[config.mk]
export PLATFORM = sky130hd
export DESIGN_NAME = writeback_arbiter
export DESIGN_NICKNAME = d
export VERILOG_FILES = /design/src/rtl/writeback_arbiter.sv
export SDC_FILE = /design/constraint.sdc
export NUM_CORES = 1
export LEC_CHECK = 0
export ABC_AREA = 1
export CORE_MARGIN = 2
export CORE_UTILIZATION = 57
export DETAILED_ROUTE_END_ITERATION = 10
export MAX_ROUTING_LAYER = met4
export PLACE_DENSITY = 0.94
export SKIP_LAST_GASP = 1
export SYNTH_ARGS = -nofsm -noshare
export SYNTH_HDL_FRONTEND = slang
export SYNTH_SLANG_ARGS = --single-unit
[constraint.sdc]
create_clock -name clk -period 3.23 [get_ports clk]
set_clock_uncertainty 0.2 [all_clocks]
set_input_delay 0.4845 -clock clk [delete_from_list [all_inputs] [get_ports clk]]
set_output_delay 0.4845 -clock clk [all_outputs]
set_load 0.02 [all_outputs]
[src/rtl/writeback_arbiter.sv]
// Write-side front end of the register bank: merges never-stalled ALU results with
// long-latency results held in an in-order queue, cancelling entries made stale by younger ALU writes.
module writeback_arbiter #(
  parameter int DEPTH = 2,
  parameter int XLEN  = 32
) (
  input  logic                     clk,
  input  logic                     reset,
  input  logic                     alu_valid,
  input  logic [4:0]               alu_rd,
  input  logic [XLEN-1:0]          alu_data,
  input  logic                     mem_valid,
  output logic                     mem_ready,
  input  logic [4:0]               mem_rd,
  input  logic [XLEN-1:0]          mem_data,
  output logic                     regwrite,
  output logic [4:0]               wr,
  output logic [XLEN-1:0]          wd,
  output logic                     pending,
  output logic [$clog2(DEPTH):0]   count
);

  localparam int PW = $clog2(DEPTH);
  localparam int CW = PW + 1;

  logic [PW-1:0]   rd_ptr_q, rd_ptr_d;
  logic [PW-1:0]   wr_ptr_q, wr_ptr_d;
  logic [CW-1:0]   count_q, count_d;
  logic [4:0]      q_rd_q   [DEPTH];
  logic [4:0]      q_rd_d   [DEPTH];
  logic [XLEN-1:0] q_data_q [DEPTH];
  logic [XLEN-1:0] q_data_d [DEPTH];
  logic [DEPTH-1:0] q_vld_q, q_vld_d;
  logic [DEPTH-1:0] occupied;

  logic            regwrite_q, regwrite_d;
  logic [4:0]      wr_q, wr_d;
  logic [XLEN-1:0] wd_q, wd_d;

  logic alu_sel;
  logic head_present;
  logic head_vld;
  logic mem_xfer;
  logic pop;
  logic bypass;
  logic push;

  function automatic logic [CW-1:0] slot_offset(input logic [PW-1:0] idx,
                                                input logic [PW-1:0] base);
    logic [PW-1:0] diff;
    diff = idx - base;
    return {1'b0, diff};
  endfunction

  assign mem_ready = reset && (count_q < CW'(DEPTH));

  // A slot is occupied when its distance from the head is below the occupancy count.
  always_comb begin
    occupied = '0;
    for (int i = 0; i < DEPTH; i++) begin
      occupied[i] = (slot_offset(PW'(i), rd_ptr_q) < count_q);
    end
  end

  assign pending = |(q_vld_q & occupied);

  always_comb begin
    alu_sel      = alu_valid && (alu_rd != 5'd0);
    head_present = (count_q != '0);
    head_vld     = q_vld_q[rd_ptr_q];
    mem_xfer     = mem_valid && mem_ready;
    pop          = !alu_sel && head_present;
    bypass       = !alu_sel && !head_present && mem_xfer && (mem_rd != 5'd0);
    push         = mem_xfer && (mem_rd != 5'd0) && !bypass;
  end

  always_comb begin
    rd_ptr_d = rd_ptr_q;
    wr_ptr_d = wr_ptr_q;
    count_d  = count_q;
    q_rd_d   = q_rd_q;
    q_data_d = q_data_q;
    q_vld_d  = q_vld_q;

    if (alu_sel) begin
      for (int i = 0; i < DEPTH; i++) begin
        if (q_rd_q[i] == alu_rd) begin
          q_vld_d[i] = 1'b0;
        end
      end
    end

    if (pop) begin
      q_vld_d[rd_ptr_q] = 1'b0;
      rd_ptr_d          = rd_ptr_q + 1'b1;
    end

    // The push slot never aliases the pop slot: pop needs a non-empty queue, push needs a free slot.
    if (push) begin
      q_rd_d[wr_ptr_q]   = mem_rd;
      q_data_d[wr_ptr_q] = mem_data;
      q_vld_d[wr_ptr_q]  = !(alu_sel && (mem_rd == alu_rd));
      wr_ptr_d           = wr_ptr_q + 1'b1;
    end

    case ({push, pop})
      2'b10:   count_d = count_q + CW'(1);
      2'b01:   count_d = count_q - CW'(1);
      default: count_d = count_q;
    endcase
  end

  always_comb begin
    regwrite_d = 1'b0;
    wr_d       = wr_q;
    wd_d       = wd_q;
    if (alu_sel) begin
      regwrite_d = 1'b1;
      wr_d       = alu_rd;
      wd_d       = alu_data;
    end else if (pop && head_vld) begin
      regwrite_d = 1'b1;
      wr_d       = q_rd_q[rd_ptr_q];
      wd_d       = q_data_q[rd_ptr_q];
    end else if (bypass) begin
      regwrite_d = 1'b1;
      wr_d       = mem_rd;
      wd_d       = mem_data;
    end
  end

  always_ff @(posedge clk or negedge reset) begin
    if (!reset) begin
      rd_ptr_q   <= '0;
      wr_ptr_q   <= '0;
      count_q    <= '0;
      q_vld_q    <= '0;
      regwrite_q <= 1'b0;
      wr_q       <= '0;
      wd_q       <= '0;
      for (int i = 0; i < DEPTH; i++) begin
        q_rd_q[i]   <= '0;
        q_data_q[i] <= '0;
      end
    end else begin
      rd_ptr_q   <= rd_ptr_d;
      wr_ptr_q   <= wr_ptr_d;
      count_q    <= count_d;
      q_vld_q    <= q_vld_d;
      regwrite_q <= regwrite_d;
      wr_q       <= wr_d;
      wd_q       <= wd_d;
      for (int i = 0; i < DEPTH; i++) begin
        q_rd_q[i]   <= q_rd_d[i];
        q_data_q[i] <= q_data_d[i];
      end
    end
  end

  assign regwrite = regwrite_q;
  assign wr       = wr_q;
  assign wd       = wd_q;
  assign count    = count_q;

endmodule

* Word-level counts from Yosys, hierarchy flattened
Index checks and enable logic that the tools add are counted.
** Storage, ports and cells
- Flip-flop bits (word level) :: 118
- Latch bits :: 0
- RAM bits :: 0
- ROM bits :: 0
- Bits of input ports :: 78
- Output and inout port bits :: 42
- Logic and storage cells :: 95
- Memories kept :: 0
** Operators by class
- Add/subtract/negate cells :: 6
- Multipliers :: 0
- Divide/modulo/power cells :: 0
- $lt $le $gt $ge :: 10
- Eq/ne operators :: 5
- Shift operators :: 0
- Multiplexer cells :: 34
- Bitwise logic cells :: 5
- Reductions and logical operators :: 24
** Operators with widths (count)
- two-way mux 32 bit :: 7
- bitwise mux 64 bit :: 1
- two-way mux 5 bit :: 7
- demux 32 bit (select 1 bit) :: 1
- equality test 5 bit :: 3
- logical AND 1 bit :: 14
- bitwise mux 10 bit :: 1
- nonzero test 5 bit :: 2
- two-way mux 1 bit :: 9
- two-way mux 2 bit :: 3
- demux 5 bit (select 1 bit) :: 1
- bitwise AND 2 bit :: 2
- greater-or-equal comparator 2 bit, second input constant :: 2
- logical NOT 1 bit :: 4
- less-than comparator 1 x 2 -> 1 bit :: 2
- less-than comparator 1 x 2 -> 1 bit, second input constant :: 2
- inverter 1 -> 2 bit :: 2
- one-hot mux 2 bit (2 select lines) :: 1
- nonzero test 2 bit :: 2
- nonzero test 3 bit :: 1
- adder 1 bit, second input constant :: 2
- adder 2 x 1 -> 2 bit, second input constant :: 1
- bitwise mux 2 bit :: 1
- demux 1 bit (select 1 bit) :: 2
- other kinds (9) :: 11

* Longest topological paths before layout
- Word-level depth :: 10
- Gate-level depth with buffers :: 12
- Gate-level depth less buffers :: 10

* Worst setup path before layout
Ideal clock, no wire load.
- Path type :: in2reg
- From :: in alu_rd[2]
- To :: reg count_q[1] (netlist: count[1])
- Setup time :: 131 ps
- Data arrival time :: 1966 ps
- Data required time :: 2899 ps
- Slack :: 933 ps
- Cell stages on the path :: 12
- Buffers on the path :: 3
- Cells stage by stage :: buf_2 nor2_2 nand3_2 nand2_4 buf_4 buf_2 nand2_1 inv_1 ha_1 a21oi_1 o21ai_0 xor2_1
** On the way
- Elaborated cells on any way between the ends :: 13
- Those cells by class :: eq/ne: 2; mux: 1; reduce/logical: 10
** RTL lines
- from (decl) :: RTL line 10 : input logic [4:0] alu_rd,
- nonzero test 5 bit * :: RTL line 68 : alu_sel = alu_valid && (alu_rd != 5'd0);
- logical AND 1 bit * :: RTL line 68
- logical NOT 1 bit * :: RTL line 72 : pop = !alu_sel && head_present;
- logical AND 1 bit * :: RTL line 72
- via pop :: RTL line 44 : logic pop;
- equality test 2 x 1 -> 1 bit or equality test 2 bit (tied branches) :: RTL line 106 : case ({push, pop})
- one-hot mux 2 bit (2 select lines) or nonzero test 2 bit (tied branches)
- to (signal assigned) :: RTL line 148 : count_q <= count_d;
- to (decl) :: RTL line 28 : logic [CW-1:0] count_q, count_d;
The timed path passes the listed nets; every way through them passes the cells marked *.
A chain may end at the register's enable or synchronous reset.

* Worst setup path after layout
- From :: reg rd_ptr_q
- To :: out pending
** On the way
- Cells in the longest elaborated chain, start to end :: 4
- Elaborated cells on any way between the ends :: 6
- Those cells by class :: add/sub: 2; order compare: 2; bitwise: 1; reduce/logical: 1
** Ends and longest elaborated chain
- from (decl) :: RTL line 26 : logic [PW-1:0] rd_ptr_q, rd_ptr_d;
- from (signal assigned) :: RTL line 146 : rd_ptr_q <= rd_ptr_d;
- subtractor 1 bit :: RTL line 51 : diff = idx - base;
- less-than comparator 1 x 2 -> 1 bit :: RTL line 61 : occupied[i] = (slot_offset(PW'(i), rd_ptr_q) < count_q);
- bitwise AND 2 bit * :: RTL line 65 : assign pending = |(q_vld_q & occupied);
- OR reduction 2 bit * :: RTL line 65
- to (decl) :: RTL line 19 : output logic pending,
Mark *: on every way between the ends. The rest lies on a longest branch, timed or not.

==> flow_metrics.tcl <==
set metrics [dict create \
    status "complete, no violations" \
    synth-edff-count 0 \
    path_class "reg2out" \
    cts_buffer_depth 2 \
    peakVddDrop_mv 0.434 \
    synth_area_leader_cell "dfrtp_1" \
    totalWireLength_um 15700 \
    synth.area.top_cells "dfrtp_1, nand2_1, nor2_1, nand4_1, o21ai_0" \
    ys.flop_type "dfrtp_1" \
    fillers 776 \
    min_from "wd[28]" \
    fin_ws_ns 0.432 \
    yosysSeqAreaShare_pct 47.4 \
    gp_congestion 0.868 \
    root_buffer "clkbuf_8" \
    netlist.area_leader.share_pct 47.4 \
    placed_area_mm2 0.00742 \
    cp-end-kind "output pin" \
    cp_data_arrival_time_ns 2.11 \
    core_mm2 0.0107 \
    relSlewSlack_pct 45.4 \
    clock-sinks 118 \
    required_ns 2.55 \
    synth_most_common_cell "nand2_1" \
    synth-seq-cells 118 \
    yosys.area_share.adder_pct 0.201 \
    leakage_nw 3.90 \
    syn_area_mm2 0.00623 \
    drcViolationCount 0 \
    max_freq_mhz 357 \
    hold_depth 2 \
    drv_cap 0 \
    rr_worst_depth 8 \
    synthCells 860 \
    area_growth_pct 28.7 \
    gr-usage-all-layers_pct 29.3 \
    ios 120 \
    hold_path_end "wd[28]" \
    stdcell_area_mm2 0.00802 \
    nets 1034 \
    hp-class "reg2reg" \
    setup.worst_path.start "rd_ptr_q" \
    place_ws_ns 0.640 \
    fin_tns_setup_ns 0 \
    syn_avg_cell_area_um2 7.25 \
    reg2reg_from "count[1]" \
    clk-insertion-delay-late_ns 0.51 \
    antenna_found_initial 0 \
    dp_hpwl_um 9810 \
    yosysWarnings 0 \
    port_buffers 119 \
    firstDrtPassIters 5 \
    grt_pass1_wl_um 26500 \
    cp_max_fo 21 \
    first_global_vias 5772 \
    synth_xor_area_share_pct 2.11 \
    tightest_slew_ns 0.819 \
    num_rows 38 \
    grt_max_degree 74 \
    overflow 0 \
    die-area_mm2 0.0118 \
    postRouteAntennaNets 0 \
    power_density_mw_per_mm2 924 \
    cts_tree "yes" \
    wl_per_cell_um 14.1 \
    ys_types 24 \
    cts_resized 0 \
    setup_viol 0 \
    whs_ns 0.276 \
    r2r_setup_slack_ns 0.95 \
    synthArstFlopShare_pct 100 \
    period_minus_slack_ns 2.80 \
    synth_common_cells "nand2_1, dfrtp_1, nor2_1" \
    die_w_um 109 \
    synth.area.mux_share_pct 0 \
    regArea_mm2 0.00295 \
    avgViaCountPerCell 5.34 \
    slew_violations 0 \
    hold_viol_final 0 \
    antenna_cells 0 \
    drt_iter0_drc 502 \
    dpl.cell_count 1075 \
    h-tree-depth 4 \
    instances_no_fill 1108 \
    synthSimpleGateAreaFrac_pct 35.2 \
    synth_compound_area_share_pct 6.63 \
    start_kind "flip-flop" \
    synth_top_family_by_area "simple AND/OR/NAND/NOR gates" \
    syn_nets 939 \
    path_clk_slew_ns 0.06 \
    grt_setup_unrepaired "no" \
    start_util_pct 58.0 \
    post_route_cells_drive_above_1_share_pct 6.82 \
    fin_crit_sh_pct 86.6 \
    dieHeight_um 109 \
    multi_input_area_mm2 0.00276 \
    num_vias 5921 \
    cts-buffers-inserted 17 \
    r2r-end "count[1]" \
]
[worst max-delay path, stage by stage, from the launching register on]
cell	delay, ns
dfrtp_2	0.59
o21ai_0	0.14
a21oi_1	0.23
clkdlybuf4s50_1	0.64
[sequential cells by signal, summed over array words and instances (netlist names), 2 cells and up]
name      count
count         2
q_vld_q       2
q_rd_q       10
wr            5
wd           32
q_data_q     64
[through the flow]
| step | utilization, % | total power, W |
|---|---|---|
| detailed placement | 69.1 | 0.00552 |
| CTS | 74.7 | 0.00743 |
| floorplan | - | 0.00444 |
| finish | 74.7 | 0.00741 |
| global placement | 69.1 | 0.00540 |
| global route | 74.7 | 0.00793 |
[cells by family after synthesis]
kind of cell | count (synthesis)
AO/OA/AOI/OAI | 81
adder cells (fa/ha/maj) | 1
buffers and inverters | 114
flip-flops | 118
XOR/XNOR | 15
AND/OR/NAND/NOR | 531
[what timing repair did]
item	4_1_cts	5_1_grt
setup buffers	0	0
hold endpoints to repair	52	0
hold buffers	1	0
[layer usage]
metal	GRT usage [%]	routed length, µm	part of all wire [%]	vias to the layer above
li1	-	-	-	2895
met4	11.3	199	1.3	0
met3	5.12	1060	6.8	19
met5	-	0	0	-
met1	36.8	6610	42	2767
met2	47.7	7800	50	240
[worst max-delay path by stage]
stage,to,slack (ns),cells after the start
after global placement,count[1],0.70,10
after CTS,pending,0.44,3
after floorplan,count[1],0.93,12
final,pending,0.43,3
after detailed placement,count[1],0.64,10
after global routing,pending,0.33,3
[layout by cell type, fill, tap and decap left out]
cell type / synthesis / layout
nand2_2: 1 / 1
buf_4: 12 / 14
clkinv_2: 0 / 4
nand2_1: 358 / 358
clkdlybuf4s50_1: 0 / 118
a21oi_1: 2 / 2
clkbuf_8: 0 / 2
nand3_2: 4 / 4
clkbuf_16: 0 / 16
inv_1: 49 / 49
clkinvlp_4: 0 / 5
clkbuf_1: 12 / 1
dlygate4sd3_1: 0 / 1
bufinv_16: 0 / 3
nor2_2: 4 / 3
o21ai_4: 0 / 1
xor2_1: 10 / 10
ha_1: 1 / 1
nor2_4: 0 / 1
nand4_1: 39 / 39
buf_12: 0 / 2
nand2_4: 1 / 1
nand3b_1: 1 / 1
dfrtp_2: 0 / 1
o21ai_1: 30 / 30
nor3_1: 1 / 1
o21ai_2: 2 / 1
inv_2: 6 / 6
nand3_1: 41 / 41
xnor2_1: 5 / 5
dfrtp_1: 118 / 117
o21ai_0: 47 / 47
nor2_1: 81 / 81
clkinv_4: 0 / 1
[report_power, final]
group	leakage (nW)	total (W)	internal (W)	switching [W]
sequential	1.44	0.00258	0.00217	0.000407
clock	0.276	0.00187	0.00119	0.000677
combinational	2.18	0.00297	0.00118	0.00179
total	3.90	0.00741	0.00453	0.00288
[cell type report]
cell class	count	share of cell area [%]
flip-flops and latches	118	36.8
clock buffers	19	5.38
clock inverters	13	1.95
inverters	55	2.57
repair buffers	135	16.7
multi-input cells	628	34.4
well taps	140	2.18
Note: power is estimated with default switching activity, not from simulation.
